==> src/rtl/cfg_write_arbiter_pkg.sv <==
// Shared definitions for the configuration-memory write arbiter:
// FSM encodings, default word width, stats counter width and pointer wrap helper.
package cfg_write_arbiter_pkg;

    typedef enum logic [1:0] {
        ST_IDLE   = 2'b00,
        ST_WRITE  = 2'b01,
        ST_DONE   = 2'b10,
        ST_UNUSED = 2'b11
    } arb_state_e;

    localparam int CFG_W_DEFAULT = 35;
    localparam int STATS_W       = 16;
    localparam int WCNT_W        = 4;

    function automatic int wrap_inc(input int idx, input int n);
        return (idx + 1 >= n) ? 0 : idx + 1;
    endfunction

endpackage

==> src/rtl/cfg_write_arbiter_rr_picker.sv <==
// Combinational round-robin priority encoder: first set request bit
// scanning upward from ptr, wrapping modulo NREQ.
module rr_picker
    import cfg_write_arbiter_pkg::*;
#(
    parameter int NREQ  = 4,
    parameter int IDX_W = $clog2(NREQ)
) (
    input  logic [NREQ-1:0]  req,
    input  logic [IDX_W-1:0] ptr,
    output logic             valid,
    output logic [IDX_W-1:0] idx
);

    logic [IDX_W-1:0] j;

    // Scan from the farthest slot back to ptr so the closest hit wins.
    always_comb begin
        valid = 1'b0;
        idx   = '0;
        j     = '0;
        for (int k = NREQ - 1; k >= 0; k--) begin
            j = IDX_W'((int'(ptr) + k) % NREQ);
            if (req[j]) begin
                valid = 1'b1;
                idx   = j;
            end
        end
    end

endmodule

==> src/rtl/cfg_write_arbiter.sv <==
// Round-robin arbiter sharing the config-memory write port between NREQ control units.
// Optional write/abort statistics counters are enabled with macro CFG_ARB_STATS_EN.
//
// state  | meaning
// IDLE   | no write in progress; grant the next requester on any req
// WRITE  | mem_we/grant held for WR_CYCLES cycles; req drop aborts
// DONE   | one-cycle done pulse to the served requester
// UNUSED | illegal encoding; falls back to IDLE
module cfg_write_arbiter
    import cfg_write_arbiter_pkg::*;
#(
    parameter int NREQ      = 4,
    parameter int CFG_W     = CFG_W_DEFAULT,
    parameter int WR_CYCLES = 1,
    localparam int IDX_W    = $clog2(NREQ)
) (
    input  logic                  clk,
    input  logic                  arst,
    input  logic [NREQ-1:0]       req,
    input  logic [NREQ*CFG_W-1:0] cfg_in,
    output logic [NREQ-1:0]       grant,
    output logic [NREQ-1:0]       done,
    output logic                  abort,
    output logic [CFG_W-1:0]      mem_wdata,
    output logic [IDX_W-1:0]      mem_waddr,
    output logic                  mem_we,
    output logic                  busy,
    output logic [1:0]            dbg_state
`ifdef CFG_ARB_STATS_EN
    ,
    output logic [STATS_W-1:0]    wr_count,
    output logic [STATS_W-1:0]    abort_count
`endif
);

    arb_state_e        state_q;
    logic [IDX_W-1:0]  ptr_q;
    logic [IDX_W-1:0]  ptr_d;
    logic [WCNT_W-1:0] wcnt_q;
    logic [NREQ-1:0]   grant_q;
    logic [NREQ-1:0]   done_q;
    logic              abort_q;
    logic              mem_we_q;
    logic [CFG_W-1:0]  mem_wdata_q;
    logic [IDX_W-1:0]  mem_waddr_q;

    logic              pick_valid;
    logic [IDX_W-1:0]  pick_idx;
    logic [CFG_W-1:0]  pick_word;

    rr_picker #(
        .NREQ  (NREQ),
        .IDX_W (IDX_W)
    ) u_picker (
        .req   (req),
        .ptr   (ptr_q),
        .valid (pick_valid),
        .idx   (pick_idx)
    );

    always_comb begin
        pick_word = '0;
        for (int i = 0; i < NREQ; i++) begin
            if (pick_idx == IDX_W'(i)) begin
                pick_word = cfg_in[i*CFG_W +: CFG_W];
            end
        end
    end

    // mem_waddr_q doubles as the index of the requester being served.
    assign ptr_d = IDX_W'(wrap_inc(int'(mem_waddr_q), NREQ));

    always_ff @(posedge clk or posedge arst) begin
        if (arst) begin
            state_q     <= ST_IDLE;
            ptr_q       <= '0;
            wcnt_q      <= '0;
            grant_q     <= '0;
            done_q      <= '0;
            abort_q     <= 1'b0;
            mem_we_q    <= 1'b0;
            mem_wdata_q <= '0;
            mem_waddr_q <= '0;
        end else begin
            done_q  <= '0;
            abort_q <= 1'b0;
            case (state_q)
                ST_IDLE: begin
                    if (pick_valid) begin
                        mem_wdata_q <= pick_word;
                        mem_waddr_q <= pick_idx;
                        grant_q     <= NREQ'(1) << pick_idx;
                        mem_we_q    <= 1'b1;
                        wcnt_q      <= WCNT_W'(WR_CYCLES - 1);
                        state_q     <= ST_WRITE;
                    end
                end
                ST_WRITE: begin
                    if (!req[mem_waddr_q]) begin
                        grant_q  <= '0;
                        mem_we_q <= 1'b0;
                        abort_q  <= 1'b1;
                        ptr_q    <= ptr_d;
                        state_q  <= ST_IDLE;
                    end else if (wcnt_q == '0) begin
                        grant_q              <= '0;
                        mem_we_q             <= 1'b0;
                        done_q[mem_waddr_q]  <= 1'b1;
                        ptr_q                <= ptr_d;
                        state_q              <= ST_DONE;
                    end else begin
                        wcnt_q <= wcnt_q - 1'b1;
                    end
                end
                ST_DONE: begin
                    state_q <= ST_IDLE;
                end
                default: begin
                    grant_q  <= '0;
                    mem_we_q <= 1'b0;
                    state_q  <= ST_IDLE;
                end
            endcase
        end
    end

    assign grant     = grant_q;
    assign done      = done_q;
    assign abort     = abort_q;
    assign mem_we    = mem_we_q;
    assign mem_wdata = mem_wdata_q;
    assign mem_waddr = mem_waddr_q;
    assign busy      = (state_q != ST_IDLE);
    assign dbg_state = state_q;

`ifdef CFG_ARB_STATS_EN
    logic               wr_evt;
    logic               ab_evt;
    logic [STATS_W-1:0] wr_count_q;
    logic [STATS_W-1:0] wr_count_d;
    logic [STATS_W-1:0] abort_count_q;
    logic [STATS_W-1:0] abort_count_d;

    // Counters step on the same edge that raises done/abort, so they track the pulses.
    assign ab_evt = (state_q == ST_WRITE) && !req[mem_waddr_q];
    assign wr_evt = (state_q == ST_WRITE) && req[mem_waddr_q] && (wcnt_q == '0);

    assign wr_count_d    = (wr_evt && wr_count_q != '1) ? wr_count_q + 1'b1 : wr_count_q;
    assign abort_count_d = (ab_evt && abort_count_q != '1) ? abort_count_q + 1'b1 : abort_count_q;

    always_ff @(posedge clk or posedge arst) begin
        if (arst) begin
            wr_count_q    <= '0;
            abort_count_q <= '0;
        end else begin
            wr_count_q    <= wr_count_d;
            abort_count_q <= abort_count_d;
        end
    end

    assign wr_count    = wr_count_q;
    assign abort_count = abort_count_q;
`endif

endmodule

==> config.mk <==
export PLATFORM = sky130hd
export DESIGN_NAME = cfg_write_arbiter
export DESIGN_NICKNAME = d
export VERILOG_FILES = /design/src/rtl/cfg_write_arbiter_pkg.sv /design/src/rtl/cfg_write_arbiter_rr_picker.sv /design/src/rtl/cfg_write_arbiter.sv
export SDC_FILE = /design/constraint.sdc
export NUM_CORES = 1
export LEC_CHECK = 0
export ABC_AREA = 0
export BUFFER_PORTS_ARGS = -buffer_cell sky130_fd_sc_hd__buf_2
export CORE_ASPECT_RATIO = 0.7
export CORE_MARGIN = 1
export CORE_UTILIZATION = 47
export CTS_CLUSTER_DIAMETER = 200
export DETAILED_ROUTE_END_ITERATION = 7
export GPL_TIMING_DRIVEN = 0
export PLACE_DENSITY = 0.87
export RECOVER_POWER = 25
export SLEW_MARGIN = 10
export SYNTH_ARGS = -nofsm -noshare
export SYNTH_HDL_FRONTEND = slang
export SYNTH_SLANG_ARGS = --single-unit
==> constraint.sdc <==
create_clock -name clk -period 4.8 [get_ports clk]
set_input_delay 0 -clock clk [delete_from_list [all_inputs] [get_ports clk]]
set_output_delay 0 -clock clk [all_outputs]
set_load 0.01 [all_outputs]
# After elaboration in Yosys (flattened, before gate mapping)
# Index checks and enable logic that the tools add are counted.
# word_totals
regBits,55
in_bits,146
elab_cells,92
# op_classes
n_addsub,5
order_cmp,7
eq_ne,10
shifts,1
mux,48
n_bitwise,1
reduce_logical,11
# op_table
op,n
35-bit 2-to-1 mux,4
4-bit 2-to-1 mux,9
2-bit 2-to-1 mux,10
"2-bit by 3-bit < comparator with 1-bit output, second input constant",5
1-bit 2-to-1 mux,15
4-bit one-hot mux with 3 select lines,1
1-bit binary-select mux with 2-bit select,5
4-bit one-hot mux with 2 select lines,1
"2-bit equality test, second input constant",3
"2-bit inequality test, second input constant",3
2-bit AND reduction,3
"2-bit adder, second input constant",2
"2-bit by 1-bit equality test with 1-bit output, second input constant",2
2-bit zero test,2
4-bit zero test,1
2-bit one-hot mux with 2 select lines,1
4-bit AND reduction,1
2-bit nonzero test,2
"1-bit by 2-bit left shift with 4-bit output, first input constant",1
"4-bit by 1-bit subtractor with 4-bit output, second input constant",1
"2-bit by 1-bit adder with 3-bit output, second input constant",1
"3-bit greater-or-equal comparator, second input constant",1
"3-bit inequality test, second input constant",1
1-bit one-hot mux with 3 select lines,1
other kinds (7),7

# Depth between registers and ports, before layout
# logic_depth
depth_word,12
mapped_depth,7
mapped_depth_nobuf,7

# Modules after synthesis
# Synthesis repeated with hierarchy kept, for this count alone.
# hier_totals
hier_cells,299
hier_area_um2,3219.3
# modules_own_cells
mod,n_inst,cells_each,area_per_inst_um2,seq_area_each_um2
cfg_write_arbiter,1,286,3141.8,1376.3
rr_picker,1,13,77.6,0.0

# Worst setup path after synthesis
# Ideal clock, no wire load.
# synth_timing
path_kind,register -> register
start,"register state_q[1], in the netlist dbg_state[1]"
end,"register mem_wdata_q[21], in the netlist mem_wdata[21]"
arrival_time_ps,1721
t_required_ps,4714
setup_slack_ps,2993
stages_incl_launch_ff,7
cell_sequence,dfrtp_1 -> or2_1 -> or2_2 -> or2_1 -> buf_6 -> buf_6 -> o221ai_2
# synth_via
elab_chain_len,2
# synth_lines
item,line_no,source
start: declaration,cfg_write_arbiter.sv:36,arb_state_e state_q;
start signal: assignment,cfg_write_arbiter.sv:75,state_q <= ST_IDLE;
start signal: assignment,cfg_write_arbiter.sv:95,state_q <= ST_WRITE;
start signal: assignment,cfg_write_arbiter.sv:104,state_q <= ST_IDLE;
2-bit zero test,cfg_write_arbiter.sv:87,case (state_q)
2-bit AND reduction (no source line),-,
end signal: assignment,cfg_write_arbiter.sv:90,mem_wdata_q <= pick_word;
end: declaration,cfg_write_arbiter.sv:44,logic [CFG_W-1:0] mem_wdata_q;
# Every way passes these cells.
# A chain may end at the register's enable or synchronous reset.

# Worst setup path after layout
# layout_timing
start,register ptr_q[1]
end,"register mem_wdata_q[32], in the netlist mem_wdata[32]"
# layout_via
elab_chain_len,12
elab_cells_between_ends,28
cone_classes,add/sub: 3; eq/ne: 3; mux: 20; reduce/logical: 2
# layout_lines
item,line_no,source
start: declaration,cfg_write_arbiter.sv:37,logic [IDX_W-1:0] ptr_q;
start signal: assignment,cfg_write_arbiter.sv:103,ptr_q <= ptr_d;
start signal: assignment,cfg_write_arbiter.sv:109,ptr_q <= ptr_d;
2-bit adder,cfg_write_arbiter_rr_picker.sv:23,j = IDX_W'((int'(ptr) + k) % NREQ);
1-bit binary-select mux with 2-bit select,cfg_write_arbiter_rr_picker.sv:24,if (req[j]) begin
1-bit 2-to-1 mux (not written as such),cfg_write_arbiter_rr_picker.sv:24,
2-bit 2-to-1 mux (4 in a row),cfg_write_arbiter_rr_picker.sv:24,
2-bit zero test,cfg_write_arbiter.sv:64,if (pick_idx == IDX_W'(i)) begin
35-bit 2-to-1 mux (4 in a row),cfg_write_arbiter.sv:64,
# Parallel ways exist; a longest one is shown, timed or not. The select of a mux whose other input is x is not followed.

==> metrics.md <==
| Metric | Value |
|---|---|
| Initial Util | 49.9% |
| RSZ-0062 raised after global routing | false |
| Register area share after synthesis | 43.2% |
| CTS buffer count | 5 |
| Final Util | 68.7% |
| Final TNS setup | 0 ns |
| Final setup violation count | 0 |
| Area Growth Syn to Fin | 37.7% |
| Remaining antenna violation count after routing | 0 |
| DIE WIDTH | 100 um |
| CP max FO | 10 |
| Count of unique library cells instantiated by Yosys | 36 |
| Reg area | 1380 um^2 |
| Worst slew pin tran | 0.684 ns |
| Die area | 7120 um^2 |
| Final total power | 0.00264 W |
| Gate Count Post-Synth | 285 |
| Status | complete, no violations |
| Final instance area | 4390 um^2 |
| Hpwl dp | 7410 um |
| Vias | 3107 |
| Register bit total from synthesis | 55 |
| Gr ovfl total | 0 |
| CP max stage cell | dfrtp_1 |
| Number of synthesized flops with an enable pin | 0 |
| Power Density | 602 nW/um^2 |
| Ys async rst share | 100% |
| Vias/cell | 5.35 |
| Global-route usage over all layers | 27.2% |
| Nets | 641 |
| Max Cap Violations | 0 |
| Fill cells | 547 |
| Hold Crit Class | in -> reg |
| First DRT Iteration DRCs | 72 |
| Antenna violations before repair | 0 |
| Syn_area_per_cell | 11.2 um^2 |
| Crit-path max cell delay | 0.45 ns |
| CORE AREA | 6400 um^2 |
| Cell Area, Placed | 4300 um^2 |
| # port buffers | 195 |
| Ys flop type | dfrtp_1 |
| Global-route wire length before repair | 15000 um |
| Row cnt | 24 |
| Max-slew headroom | 54.3% |
| Skew-Pair Late Insertion Delay | 0.30 ns |
| Largest area contributor in the netlist | dfrtp_1 |
| Post-Route WL | 9470 um |
| Largest net degree at the start of global routing | 31 |
| Crit path DAT | 2.31 ns |
| Antenna cells | 0 |
| Fin crit share | 44.6% |
| Vias in the first global route | 3158 |
| Worst Setup End Kind | flip-flop |
| CP delay by family, top | simple AND/OR/NAND/NOR gates |
| Share of layout cells above drive strength 1 | 40.6% |
| Final Max Slew Viols | 0 |
| CP Cell Sequence | mux2i_1, nor2_1, or3_1, nand2_1, buf_2, o221ai_1 |
| Worst Path Class, Setup | reg -> reg |
| Post-synth top area share | 43.2% |
| Clock sink count | 55 |
| Drt drc | 0 |
| Pleak | 2.24 nW |
| YS warnings | 0 |
| Most numerous cell in the Yosys netlist | mux2i_1 |
| RePlAce Congestion | 0.847 |
| List of most frequent post-synthesis cells | mux2i_1, dfrtp_1, nand2_1 |
| Setup Skew | 0.00732 ns |
| Synthesized cell area | 3190 um^2 |
| Crit start category | flip-flop |
| Clock-pin slew on the worst setup and hold paths | 0.10 ns |
| # H-tree levels | 2 |
| Max VDD drop | 0.290 mV |
| Detailed Routing Iterations Pass 1 | 4 |
| Total nets after synthesis | 437 |
| TritonCTS clock tree | yes |
| Tmin final | 2.14 ns |
| CP bufs+invs | 1 |
| Hold Slack | 0.00861 ns |
| Hold Vio Cnt, Final | 0 |
| Deepest clock path buffer count | 2 |
| Drt wl/cell | 16.3 um |
| Ranking of synthesized cells by area | dfrtp_1, mux2i_1, o221ai_2 |
| Max Freq | 467 MHz |
| Chip height | 70.9 um |
| Multi-input combinational cell area | 1670 um^2 |
| Root Driver | clkbuf_8 |
| Req. time, crit path | 4.97 ns |
| I/O pins | 196 |
[cell families after synthesis]
kind of cell	count (synthesis)	synth area share [%]
compound gates	52	16.5
xor+xnor	1	0.275
fa+ha+maj	6	2.35
buf+inv	28	4.43
flops	55	43.2
mux	73	23.3
simple gates	70	9.97
[state kept, by name, indices dropped and copies added, names as in the netlist]
name / cells
dbg_state: 2
mem_waddr: 2
grant: 4
ptr_q: 2
mem_we: 1
abort: 1
wcnt_q: 4
mem_wdata: 35
done: 4
[power breakdown]
part	switching [W]	internal [W]
clock network	0.000152	0.000209
registers	0.000134	0.000681
logic	0.000855	0.000613
[worst min-delay path, cell delays in order]
cell and delay [ns]:
buf_2 0.08, mux2i_1 0.07, o221ai_2 0.14
[worst paths after layout]
kind,from,endpoint,slack (ns),cells after the start
setup / recovery,ptr_q[1],mem_wdata[32],2.66,6
hold / removal,cfg_in[27],mem_wdata[27],0.009,3
setup reg to reg,ptr_q[1],mem_wdata[32],2.66,6
hold reg to reg,mem_wdata[34],mem_wdata[34],0.50,2
max in group asynchronous,arst,mem_wdata[20],3.88,4
min in group asynchronous,arst,mem_wdata[30],0.34,3
[metal layers]
metal  wire length [um]  GRT usage, %
met5                  0             0
met4                169          8.05
met3                635          4.64
met2               4830          49.5
met1               3840          33.0
[stage by stage]
step | instances | setup slack, ns
2_1_floorplan | 285 | 2.99
3_3_place_gp | 571 | 2.73
3_5_place_dp | 572 | 2.69
4_1_cts | 581 | 2.67
5_1_grt | 581 | 2.53
6_report | 581 | 2.66
[what timing repair did]
action | in CTS | in global routing
gates resized for setup | 0 | 0
hold buffers | 1 | 0
setup buffers | 0 | 0
endpoints found under the hold margin | 29 | 0
[cells in the final DEF, fill, tap and decap left out, types with 2 or more instances in the layout]
cell       instances
o2bb2ai_1          2
buf_6              3
clkbuf_1          45
and2_1             5
nand3_1            3
nor4_1             2
o21ai_0            6
inv_1              8
nand2_1           42
o221ai_1          18
bufinv_16          2
nor2_1             7
ha_1               6
o221ai_2          17
a2bb2o_1           2
dfrtp_1           55
clkbuf_8           5
mux2i_1           71
or2_1              2
buf_2            166
a21oi_1            3
[cell type report]
type | instances | share of cell area [%]
Buffer | 19 | 2.45
Tap cell | 91 | 2.59
Multi-Input combinational cell | 202 | 38.1
Clock buffer | 6 | 1.65
Clock inverter | 2 | 1.37
Inverter | 9 | 0.769
Timing Repair Buffer | 197 | 21.8
Sequential cell | 55 | 31.3
Note: power is estimated with default switching activity, not from simulation.
